--- src/rtl/sum_tx_sequencer.sv ---
// Debounces the A/B save buttons, strobes the operand latch, then sends the sum as ASCII hex over the UART.
// Define SUM_TX_SEQ_CRLF_EN to append CR/LF to each frame.
module sum_tx_sequencer #(
  parameter int SYNC_STAGES     = 2,
  parameter int DEBOUNCE_CYCLES = 16,
  parameter int SETTLE_CYCLES   = 2
) (
  input  logic       clk,
  input  logic       reset,
  input  logic       save_a_n,
  input  logic       save_b_n,
  input  logic [4:0] sum,
  input  logic       tx_busy,
  output logic       load_a,
  output logic       load_b,
  output logic       tx_en,
  output logic [7:0] tx_data,
  output logic       seq_busy,
  output logic       frame_done
);

  localparam int CNT_W = $clog2(DEBOUNCE_CYCLES);
  localparam int SET_W = $clog2(SETTLE_CYCLES + 1);
`ifdef SUM_TX_SEQ_CRLF_EN
  localparam int IDX_W    = 2;
  localparam int LAST_IDX = 3;
`else
  localparam int IDX_W    = 1;
  localparam int LAST_IDX = 1;
`endif

  typedef enum logic [1:0] {
    IDLE,
    SETTLE,
    SEND,
    WAIT_DONE
  } state_t;

  function automatic logic [7:0] hex_ascii(input logic [3:0] n);
    return (n < 4'd10) ? (8'h30 + {4'h0, n}) : (8'h37 + {4'h0, n});
  endfunction

  function automatic logic [7:0] frame_byte(input logic [4:0] s, input logic [IDX_W-1:0] idx);
    logic [7:0] b;
    b = hex_ascii({3'b000, s[4]});
    if (idx == IDX_W'(1)) b = hex_ascii(s[3:0]);
`ifdef SUM_TX_SEQ_CRLF_EN
    if (idx == IDX_W'(2)) b = 8'h0D;
    if (idx == IDX_W'(3)) b = 8'h0A;
`endif
    return b;
  endfunction

  logic [1:0] w_btn_n;
  logic [1:0] w_press;

  assign w_btn_n = {save_b_n, save_a_n};

  // Bit 0 is button A, bit 1 is button B; each path is sync -> debounce -> falling-edge detect.
  genvar gi;
  generate
    for (gi = 0; gi < 2; gi++) begin : g_btn
      logic [SYNC_STAGES-1:0] r_sync;
      logic [CNT_W-1:0]       r_cnt;
      logic                   r_deb;
      logic                   r_deb_d;
      logic                   r_press;
      logic                   w_synced;

      assign w_synced   = r_sync[SYNC_STAGES-1];
      assign w_press[gi] = r_press;

      always_ff @(posedge clk) begin
        if (reset) begin
          r_sync  <= '1;
          r_cnt   <= '0;
          r_deb   <= 1'b1;
          r_deb_d <= 1'b1;
          r_press <= 1'b0;
        end else begin
          r_sync  <= {r_sync[SYNC_STAGES-2:0], w_btn_n[gi]};
          r_deb_d <= r_deb;
          r_press <= r_deb_d & ~r_deb;
          if (w_synced != r_deb) begin
            if (r_cnt == CNT_W'(DEBOUNCE_CYCLES - 1)) begin
              r_deb <= w_synced;
              r_cnt <= '0;
            end else begin
              r_cnt <= r_cnt + CNT_W'(1);
            end
          end else begin
            r_cnt <= '0;
          end
        end
      end
    end
  endgenerate

  state_t           r_state, w_state_next;
  logic [IDX_W-1:0] r_idx, w_idx_next;
  logic [SET_W-1:0] r_settle_cnt, w_settle_next;
  logic [4:0]       r_sum_q, w_sum_q_next;
  logic             r_have_a, w_have_a_next;
  logic             r_have_b, w_have_b_next;
  logic             r_load_a, w_load_a_next;
  logic             r_load_b, w_load_b_next;
  logic             r_tx_en, w_tx_en_next;
  logic [7:0]       r_tx_data, w_tx_data_next;
  logic             r_seq_busy, w_seq_busy_next;
  logic             r_frame_done, w_frame_done_next;

  always_ff @(posedge clk) begin
    if (reset) begin
      r_state      <= IDLE;
      r_idx        <= '0;
      r_settle_cnt <= '0;
      r_sum_q      <= '0;
      r_have_a     <= 1'b0;
      r_have_b     <= 1'b0;
      r_load_a     <= 1'b0;
      r_load_b     <= 1'b0;
      r_tx_en      <= 1'b0;
      r_tx_data    <= 8'h00;
      r_seq_busy   <= 1'b0;
      r_frame_done <= 1'b0;
    end else begin
      r_state      <= w_state_next;
      r_idx        <= w_idx_next;
      r_settle_cnt <= w_settle_next;
      r_sum_q      <= w_sum_q_next;
      r_have_a     <= w_have_a_next;
      r_have_b     <= w_have_b_next;
      r_load_a     <= w_load_a_next;
      r_load_b     <= w_load_b_next;
      r_tx_en      <= w_tx_en_next;
      r_tx_data    <= w_tx_data_next;
      r_seq_busy   <= w_seq_busy_next;
      r_frame_done <= w_frame_done_next;
    end
  end

  always_comb begin
    w_state_next      = r_state;
    w_idx_next        = r_idx;
    w_settle_next     = r_settle_cnt;
    w_sum_q_next      = r_sum_q;
    w_have_a_next     = r_have_a;
    w_have_b_next     = r_have_b;
    w_load_a_next     = 1'b0;
    w_load_b_next     = 1'b0;
    w_tx_en_next      = r_tx_en;
    w_tx_data_next    = r_tx_data;
    w_seq_busy_next   = r_seq_busy;
    w_frame_done_next = 1'b0;

    unique case (r_state)
      IDLE: begin
        if (w_press[0]) begin
          w_load_a_next = 1'b1;
          w_have_a_next = 1'b1;
        end
        if (w_press[1]) begin
          w_load_b_next = 1'b1;
          w_have_b_next = 1'b1;
        end
        if (r_have_a && r_have_b) begin
          w_state_next    = SETTLE;
          w_settle_next   = '0;
          w_seq_busy_next = 1'b1;
        end
      end
      SETTLE: begin
        // Give the latch and adder time to settle before the sum is captured.
        if (r_settle_cnt == SET_W'(SETTLE_CYCLES - 1)) begin
          w_sum_q_next   = sum;
          w_idx_next     = '0;
          w_tx_en_next   = 1'b1;
          w_tx_data_next = frame_byte(sum, '0);
          w_state_next   = SEND;
        end else begin
          w_settle_next = r_settle_cnt + SET_W'(1);
        end
      end
      SEND: begin
        if (tx_busy) begin
          w_tx_en_next = 1'b0;
          w_state_next = WAIT_DONE;
        end
      end
      WAIT_DONE: begin
        if (!tx_busy) begin
          if (r_idx == IDX_W'(LAST_IDX)) begin
            w_frame_done_next = 1'b1;
            w_have_a_next     = 1'b0;
            w_have_b_next     = 1'b0;
            w_seq_busy_next   = 1'b0;
            w_state_next      = IDLE;
          end else begin
            w_idx_next     = r_idx + IDX_W'(1);
            w_tx_en_next   = 1'b1;
            w_tx_data_next = frame_byte(r_sum_q, r_idx + IDX_W'(1));
            w_state_next   = SEND;
          end
        end
      end
      default: w_state_next = IDLE;
    endcase
  end

  assign load_a     = r_load_a;
  assign load_b     = r_load_b;
  assign tx_en      = r_tx_en;
  assign tx_data    = r_tx_data;
  assign seq_busy   = r_seq_busy;
  assign frame_done = r_frame_done;

endmodule

--- config.mk ---
export PLATFORM = sky130hd
export DESIGN_NAME = sum_tx_sequencer
export DESIGN_NICKNAME = d
export VERILOG_FILES = /design/src/rtl/sum_tx_sequencer.sv
export SDC_FILE = /design/constraint.sdc
export NUM_CORES = 1
export LEC_CHECK = 0
export BUFFER_PORTS_ARGS = -buffer_cell sky130_fd_sc_hd__buf_2
export CAP_MARGIN = 0
export CORE_ASPECT_RATIO = 0.9
export CORE_MARGIN = 1
export CORE_UTILIZATION = 51
export CTS_CLUSTER_DIAMETER = 80
export DETAILED_ROUTE_END_ITERATION = 7
export PLACE_DENSITY = 0.74
export SLEW_MARGIN = 5
export SYNTH_ARGS = -nofsm -noshare
export SYNTH_HDL_FRONTEND = slang
export SYNTH_SLANG_ARGS = --single-unit
export TNS_END_PERCENT = 50
--- constraint.sdc ---
create_clock -name clk -period 1.4 [get_ports clk]
set_input_delay 0.21 -clock clk [delete_from_list [all_inputs] [get_ports clk]]
set_output_delay 0.21 -clock clk [all_outputs]
set_load 0.005 [all_outputs]
==> metrics.cfg, run 1 <==
[routing]
ant_nets=0
drt-vias-per-instance=5.18
wirelength_um=3520
drc_errors=0
vias=1470
first_pass_iters=4
wl_per_cell_um=12.4
initialDrtViolationCount=101

[clock_tree]
path_clk_slew_ps=70
cts.sinks=42
clockBufferDepth=2
numCtsBuffers=5
insertion_delay_ps=300
cts_hold_buf=0
cts_max_level=2
cts-root-buf=clkbuf_8
cts_tree=done

[timing]
final-hold-violation-count=0
fmax_mhz=705
finClkSkew_ps=10.2
min_period_over_period_pct=101
drv_slew=0
rsz0062_at_grt=yes
setup_violations=1
layout_setup_ws_ps=-18.2
worst_hold_slack_ps=93.3
period_needed_ps=1420

[setup_path]
cp_slowest_cell=dfxtp_4
r2r_cells=6
crit_type=reg2reg
crit_chain=inv_4 -> ha_4 -> nand2b_4 -> a2111oi_4 -> buf_4 -> a211oi_2
cp-startpoint=r_state[0]
cp-endpoint=tx_en
arrival_ps=1590
reg2reg_from=r_state[0]
start_kind=register
timing.rr.end=tx_en
endpoint_kind=register
cp_max_fo=4
max_stage_delay_ps=410
r2r_slack_ps=-20
cp.required_ps=1570

[layout]
drive_above_1_share_pct=33.3
insertedDiodeCount=0
syn_to_final_growth_pct=25.4
fin_nets=257
postLayoutCoreUtil_pct=67.2

[synth]
synth_cell_types=42
ys_seq_area_share_pct=46.5
synth_flop_cell=dfxtp_1
avgSynthCellArea_sq_um=9.14
yosysTopAreaCellShare_pct=46.5
ys_warn_count=0
async_flop_share_pct=0
synthCells=198
synth_fp_nets=216
synth_commonest_cells=dfxtp_1 (42), nor2_1 (25), a21oi_1 (17), nand2_1 (13), inv_1 (11)
synth.most_common_cell=dfxtp_1
synth-seq-cells=42
synth_top_area_cell=dfxtp_1
synth_edf_count=0
netlist_area_sq_um=1810
synth_area_leaders=dfxtp_1 (46%), ha_1 (5.5%), nor2_1 (5.2%)

[placement]
dpl.hpwl_um=2460
gp_congestion=0.778
io_buffers=21

[floorplanning]
die_h_um=58.5
fp.dieW_um=64.8
core_sq_um=3380
ios=23
initial_core_util_pct=53.6
die-area_sq_um=3790
num_rows=20

[grt]
grt_max_degree=23
first_global_vias=1450
antenna_found_initial=0
overflow=0
grt_pass1_wl_um=6090
grt.total_usage_pct=21.4

[flow_run]
drv_cap=0

[outcome]
violations=negative setup slack
outcome=finished, violations left

[power]
ir_drop_mv=0.926
p_leak_nw=0.894
p_per_area_nw_per_um2=1200
total_power_mw=2.72

[min_path]
min_path_type=in2reg

[where the power goes]
part,internal (mW),leakage [nW],total (mW),switching [mW]
sequential,1.25,0.341,1.30,0.0472
clock,0.397,0.0482,0.789,0.392
combinational,0.318,0.504,0.632,0.314
total,1.97,0.894,2.72,0.753
[what timing repair did]
item / 4_1_cts / 5_1_grt
setup buffers: 2 / 1
setup endpoints to repair: 11 / 17
pin swaps: 5 / 10
gates resized for setup: 17 / 10
[critical path: cells and delay by family, from the launching register on]
family	cells	cell delay [ps]
AND/OR/NAND/NOR	1	50
adder cells (fa/ha/maj)	1	270
AO/OA/AOI/OAI	2	350
buffers and inverters	2	220
flip-flops	1	410
[placed cells by master (no fill, tap or decap), types with 3 or more instances in the layout]
cell	Yosys	routed
a21oi_1	17	17
buf_2	3	21
buf_4	1	20
clkbuf_8	0	6
dfxtp_1	42	40
ha_1	8	3
ha_4	0	3
inv_1	11	9
nand2_1	13	13
nand2b_4	1	3
nand3_1	7	7
nor2_1	25	25
nor3_1	7	4
nor3_2	0	3
o21ai_0	8	8
or2_2	6	6
or3_1	3	3
xnor2_1	5	5
[registers in the layout (all words and copies together), names as in the netlist]
| signal | cells |
|---|---|
| frame_done | 1 |
| g_btn.r_cnt | 8 |
| g_btn.r_deb | 2 |
| g_btn.r_deb_d | 2 |
| g_btn.r_press | 2 |
| g_btn.r_sync | 4 |
| load_a | 1 |
| load_b | 1 |
| r_have_a | 1 |
| r_have_b | 1 |
| r_idx | 1 |
| r_settle_cnt | 2 |
| r_state | 2 |
| r_sum_q | 5 |
| seq_busy | 1 |
| tx_data | 7 |
| tx_en | 1 |
[worst min path at each step]
stage | start | endpoint | slack, ps | cells past startpoint
finish | save_b_n | g_btn[1].r_sync[0] | 90 | 2
global route | save_b_n | g_btn[1].r_sync[0] | 90 | 2
CTS | save_b_n | g_btn[1].r_sync[0] | 90 | 2
detailed placement | save_b_n | g_btn[1].r_sync[0] | 400 | 2
global placement | g_btn[1].r_sync[0] | g_btn[1].r_sync[1] | 390 | 1
floorplan | save_a_n | g_btn[0].r_sync[0] | 310 | 1
[layout make-up]
type | instances | area [sq um]
clock buffers | 7 | 86.3
flip-flops and latches | 42 | 848
multi-input cells | 137 | 962
repair buffers | 42 | 267
inverters | 11 | 46.3
fillers | 281 | 1110
clock inverters | 1 | 5.00
well taps | 44 | 55.1
[through the flow]
step | instance area (sq um) | setup TNS, ps | setup slack [ps] | instances
5_1_grt | 2270 | -406 | -77.6 | 284
4_1_cts | 2220 | -117 | -59.6 | 283
3_5_place_dp | 2040 | -417 | -119 | 273
2_1_floorplan | 1810 | 0 | 2.15 | 198
6_report | 2270 | -18.2 | -18.2 | 284
3_3_place_gp | 2040 | -106 | -43.2 | 273
[per-layer routing]
| metal | vias to the layer above | global-route usage, % | wire, um |
|---|---|---|---|
| li1 | 754 | - | - |
| met1 | 692 | 23.3 | 1580 |
| met2 | 18 | 38.1 | 1750 |
| met3 | 6 | 8.14 | 148 |
| met4 | 0 | 7.30 | 42 |
| met5 | - | 0 | 0 |
[logic make-up after synthesis]
kind of cell	share of synthesized area [%]
adders and majority gates	5.53
and+or+nand+nor	22.5
DFF	46.5
muxes	0.553
buffers and inverters	6.02
AOI/OAI and AO/OA	15.4
xor gates and xnor gates	3.39
other	0.207
No activity file was read; power rests on OpenSTA's default activity.
==> run 2: changes to the inputs <==
--- a/config.mk
+++ b/config.mk
@@ -9,10 +9,11 @@
 export CAP_MARGIN = 0
 export CORE_ASPECT_RATIO = 0.9
 export CORE_MARGIN = 1
-export CORE_UTILIZATION = 51
+export CORE_UTILIZATION = 53
+export CTS_BUF_LIST = sky130_fd_sc_hd__clkbuf_4 sky130_fd_sc_hd__clkbuf_8
 export CTS_CLUSTER_DIAMETER = 80
 export DETAILED_ROUTE_END_ITERATION = 7
-export PLACE_DENSITY = 0.74
+export PLACE_DENSITY = 0.77
 export SLEW_MARGIN = 5
 export SYNTH_ARGS = -nofsm -noshare
 export SYNTH_HDL_FRONTEND = slang
==> run 2 against run 1 <==
The flow still finishes with violations (negative setup slack); worst setup slack lost 79 ps; highest routed layer unchanged; largest cell class unchanged; core utilization grew 3.5 points; first-iteration DRC count fell by 47%; global-route usage down 0.95 points; critical path type unchanged; via count up 0.14%; combinational power down 2%; total power shrank 3.2%; maximum frequency fell by 5.3%.
==> metrics.cfg, run 2 (synthesis gave the netlist of run 1 again) <==
[floorplanning]
num_rows=19
core_sq_um=3160
initial_core_util_pct=57.2
die-area_sq_um=3650
fp.dieW_um=63.6
die_h_um=57.4
ios=23

[grt]
grt_pass1_wl_um=5790
antenna_found_initial=0
overflow=0
first_global_vias=1354
grt.total_usage_pct=20.4
grt_max_degree=28

[placement]
io_buffers=21
gp_congestion=0.757
dpl.hpwl_um=2330

[routing]
ant_nets=0
wirelength_um=3460
vias=1472
drc_errors=0
first_pass_iters=4
initialDrtViolationCount=54
wl_per_cell_um=12.4
drt-vias-per-instance=5.29

[setup_path]
worst_path_dominant_cell_family=compound AO/OA/AOI/OAI gates
cp_max_fo=4
cp.required_ps=1570
endpoint_kind=register
max_stage_delay_ps=390
arrival_ps=1660
r2r_cells=6
cp_slowest_cell=dfxtp_4
crit_type=reg2reg
critPathBufInv=2
start_kind=register
crit_chain=inv_4 -> ha_4 -> nand2b_4 -> a2111oi_4 -> buf_4 -> a211oi_1
cp_num_cells=6

[layout]
largest_register=g_btn.r_cnt
drive_above_1_share_pct=31.8
insertedDiodeCount=0
final_common_cell=dfxtp_1
syn_to_final_growth_pct=23.4
layout_common_cells=dfxtp_1 (40), nor2_1 (25), buf_2 (21), buf_4 (17), a21oi_1 (16)
largest_reg_flops=8
multi_input_area_sq_um=963
nFillCells=237
fin_nets=254
register_area_sq_um=848

[power]
p_sw_uw=741
pwr-share-comb_pct=23.5
p_per_area_nw_per_um2=1180
netSwitchingFraction_pct=28.1
power_report.internal_total_mw=1.90
p_leak_nw=0.877
total_power_mw=2.64
p_clk_share_pct=27.4
p_seq_share_pct=49.1
ir_drop_mv=0.942

[timing]
setup_violations=3
layout_setup_ws_ps=-97.4
final-hold-violation-count=0
finClkSkew_ps=6.78
fmax_mhz=668
drv_slew=0
min_period_over_period_pct=107
period_needed_ps=1500
finalSetupTns_ps=-117
rsz0062_at_grt=yes

[outcome]
outcome=finished, violations left
violations=negative setup slack

[min_path]
min_path_cells=2
min_path_type=in2reg

[clock_tree]
numCtsBuffers=5
cts_hold_buf=0
cts_tree=done
cts-root-buf=clkbuf_8
cts.sinks=42
clockBufferDepth=2
path_clk_slew_ps=70
insertion_delay_ps=290
cts_max_level=2

[flow_run]
drv_cap=0

-- run 2: cell count changes in the layout (fill, tap and decap cells not counted), sizes merged --
cell | before | now
clkinv | 1 | 2
clkbuf | 7 | 5
buf | 42 | 39
-- run 2: final cells by class --
cell class,count,area share [%]
clock buffers,5,3.08
clock inverters,2,0.448
inverters,11,2.07
multi-input cells,137,43.1
flip-flops and latches,42,38.0
well taps,42,2.35
repair buffers,39,10.9
-- run 2: worst reg2reg max path: cells and delay by family (launching register included) --
kind / cells / cell delay (ps)
fa+ha+maj: 1 / 270
buf+inv: 2 / 220
compound gates: 2 / 440
simple gates: 1 / 60
flops: 1 / 390
-- run 2: path summary, 6_finish.rpt --
kind,endpoint,slack [ps],start
min,g_btn[0].r_sync[0],90,save_a_n
max,tx_en,-100,r_state[0]
min reg2reg,g_btn[0].r_sync[1],410,g_btn[0].r_sync[0]
max reg2reg,tx_en,-100,r_state[0]
-- run 2: timing repair --
action | CTS | global route
endpoints found under the setup margin | 10 | 24
buffers inserted | 0 | 3
gates resized for setup | 6 | 24
cloned | 0 | 0
pin swaps | 10 | 11
-- run 2: per-stage QoR --
stage / instance area, sq um / worst slack [ps] / cells / hold WS, ps / util (%)
2_1_floorplan: 1810 / 2.15 / 198 / 314 / -
3_3_place_gp: 2010 / -66.1 / 268 / 393 / 63.7
3_5_place_dp: 2010 / -130 / 268 / 396 / 63.7
4_1_cts: 2110 / -31.5 / 275 / 89.0 / 66.8
5_1_grt: 2230 / -166 / 278 / 80.2 / 70.6
6_report: 2230 / -97.4 / 278 / 94.1 / 70.6
-- run 2: per-layer routing --
metal | vias up | wire, um | track usage, %
met1 | 671 | 1690 | 25.3
met2 | 39 | 1540 | 32.4
met5 | - | 0 | 0
met3 | 9 | 159 | 6.20
li1 | 753 | - | -
met4 | 0 | 67 | 10.1
-- run 2: power groups by stage --
stage / Sequential (mW) / Combinational [mW] / Clock (mW)
floorplan: 1.32 / 0.313 / 0
global placement: 1.31 / 0.483 / 0
detailed placement: 1.31 / 0.495 / 0
CTS: 1.28 / 0.514 / 0.737
global route: 1.30 / 0.669 / 0.789
finish: 1.29 / 0.620 / 0.722
==> run 3: changes to the inputs <==
--- a/config.mk
+++ b/config.mk
@@ -13,8 +13,9 @@
 export CTS_BUF_LIST = sky130_fd_sc_hd__clkbuf_4 sky130_fd_sc_hd__clkbuf_8
 export CTS_CLUSTER_DIAMETER = 80
 export DETAILED_ROUTE_END_ITERATION = 7
-export PLACE_DENSITY = 0.77
-export SLEW_MARGIN = 5
+export GPL_TIMING_DRIVEN = 1
+export PLACE_DENSITY = 0.78
+export SLEW_MARGIN = 0
 export SYNTH_ARGS = -nofsm -noshare
 export SYNTH_HDL_FRONTEND = slang
 export SYNTH_SLANG_ARGS = --single-unit
==> run 3 against run 2 <==
The run still ends with negative setup slack left; clock power grew 35%; register-to-register slack improved by 50 ps; global-route usage rose by 0.62 points; hold slack better by 4.0 ps; sequential power hardly changed; sequential cell count did not move; core utilization up 2.1 points; maximum frequency increased by 3.3%; wire length is 13% higher; highest routed layer unchanged; first-iteration DRC count is 5.6% higher; combinational power is 4.5% higher.
==> metrics.cfg, run 3 (synthesis gave the netlist of run 1 again) <==
[grt]
overflow=0
first_global_vias=1316
antenna_found_initial=0
grt_max_degree=22
grt.total_usage_pct=21.1
grt_pass1_wl_um=5840

[clock_tree]
cts_hold_buf=0
cts.sinks=42
path_clk_slew_ps=80
cts-root-buf=clkbuf_8
clockBufferDepth=2
insertion_delay_ps=290
cts_tree=done
cts_max_level=2
numCtsBuffers=5

[layout]
fin_area_sq_um=2300
final_common_cell=dfxtp_1
largest_register=g_btn.r_cnt
drive_above_1_share_pct=35.0
layout_common_cells=dfxtp_1 (40), nor2_1 (25), buf_2 (21), buf_4 (17), a21oi_1 (16)
insertedDiodeCount=0
finalNonFillerCells=279
postLayoutCoreUtil_pct=72.7
syn_to_final_growth_pct=27.1
fin_nets=254
largest_reg_flops=8
nFillCells=234

[timing]
rsz0062_at_grt=yes
worst_hold_slack_ps=98.0
setup_violations=4
finalSetupTns_ps=-92.4
layout_setup_ws_ps=-49.6
drv_slew=0
period_needed_ps=1450
final-hold-violation-count=0
fmax_mhz=690
min_period_over_period_pct=104
finClkSkew_ps=7.39

[setup_path]
cp_max_fo=4
cp.required_ps=1580
endpoint_kind=register
crit_chain=inv_4 -> ha_1 -> nor2b_4 -> nor3_4 -> buf_4 -> a41o_1
cp_slowest_cell=dfxtp_4
arrival_ps=1630
max_stage_delay_ps=380
crit_type=reg2reg
start_kind=register

[placement]
dpl.hpwl_um=2340
io_buffers=21
gp_congestion=0.868
pre_cts_slack_ps=-103
dp_cells=270
dpl-instance-area_sq_um=2030

[power]
p_seq_share_pct=44.6
p_sw_uw=780
total_power_mw=2.92
netSwitchingFraction_pct=26.7
power_report.internal_total_mw=2.14
p_clk_share_pct=33.3
p_leak_nw=0.905
ir_drop_mv=0.941
p_per_area_nw_per_um2=1270
pwr-share-comb_pct=22.2

[routing]
vias=1486
wl_per_cell_um=14.0
drc_errors=0
drt-vias-per-instance=5.33
initialDrtViolationCount=57
first_pass_iters=4
wirelength_um=3900
ant_nets=0

[flow_run]
drv_cap=0

[floorplanning]
core_sq_um=3160
die-area_sq_um=3650
fp.dieW_um=63.6
die_h_um=57.4
initial_core_util_pct=57.2
num_rows=19
ios=23

[min_path]
min_path_type=in2reg

[outcome]
outcome=finished, violations left
violations=negative setup slack

## run 3: cell types whose count changed in the layout (fill, tap and decap cells not counted), sizes merged
cell / before / now
clkinv: 2 / 0
bufinv: 0 / 1
clkbuf: 5 / 7
## run 3: repair_timing
item                                    CTS  global route
pin swaps                                 4             3
buffers inserted                          1             0
resized for setup                         8            30
endpoints found under the setup margin   15            24
## run 3: routing by layer
metal / track usage [%] / vias up / wire (um)
met3: 6.40 / 11 / 141
met5: 0 / - / 0
met4: 10.7 / 0 / 104
li1: - / 749 / -
met2: 30.4 / 28 / 1790
met1: 28.4 / 698 / 1870
## run 3: cell type report
cell class | count | area, sq um | area share (%)
Inverter | 11 | 46.3 | 2.01
Sequential cell | 42 | 848 | 36.9
Clock inverter | 1 | 30.0 | 1.31
Clock buffer | 7 | 83.8 | 3.65
Multi-Input combinational cell | 137 | 995 | 43.3
Tap cell | 42 | 52.6 | 2.29
Timing Repair Buffer | 39 | 244 | 10.6
## run 3: path summary, 6_finish.rpt
| check | to | cells past startpoint | start | slack, ps |
|---|---|---|---|---|
| worst max-delay path | r_state[1] | 6 | r_state[0] | -50 |
| worst min-delay path | g_btn[0].r_sync[0] | 2 | save_a_n | 100 |
| worst max register to register | r_state[1] | 6 | r_state[0] | -50 |
| worst min register to register | g_btn[0].r_press | 2 | g_btn[0].r_deb_d | 410 |
## run 3: power by group through the flow
stage / clock, mW / combinational, mW / sequential (mW)
2_1_floorplan: 0 / 0.313 / 1.32
3_3_place_gp: 0 / 0.504 / 1.31
3_5_place_dp: 0 / 0.506 / 1.32
4_1_cts: 0.976 / 0.544 / 1.29
5_1_grt: 1.03 / 0.698 / 1.31
6_report: 0.973 / 0.648 / 1.30
## run 3: worst max-delay path, delay by kind of cell, from the launching register on
| kind | cells | cell delay (ps) |
|---|---|---|
| fa+ha+maj | 1 | 260 |
| flops | 1 | 380 |
| compound gates | 1 | 190 |
| simple gates | 2 | 310 |
| buf+inv | 2 | 210 |
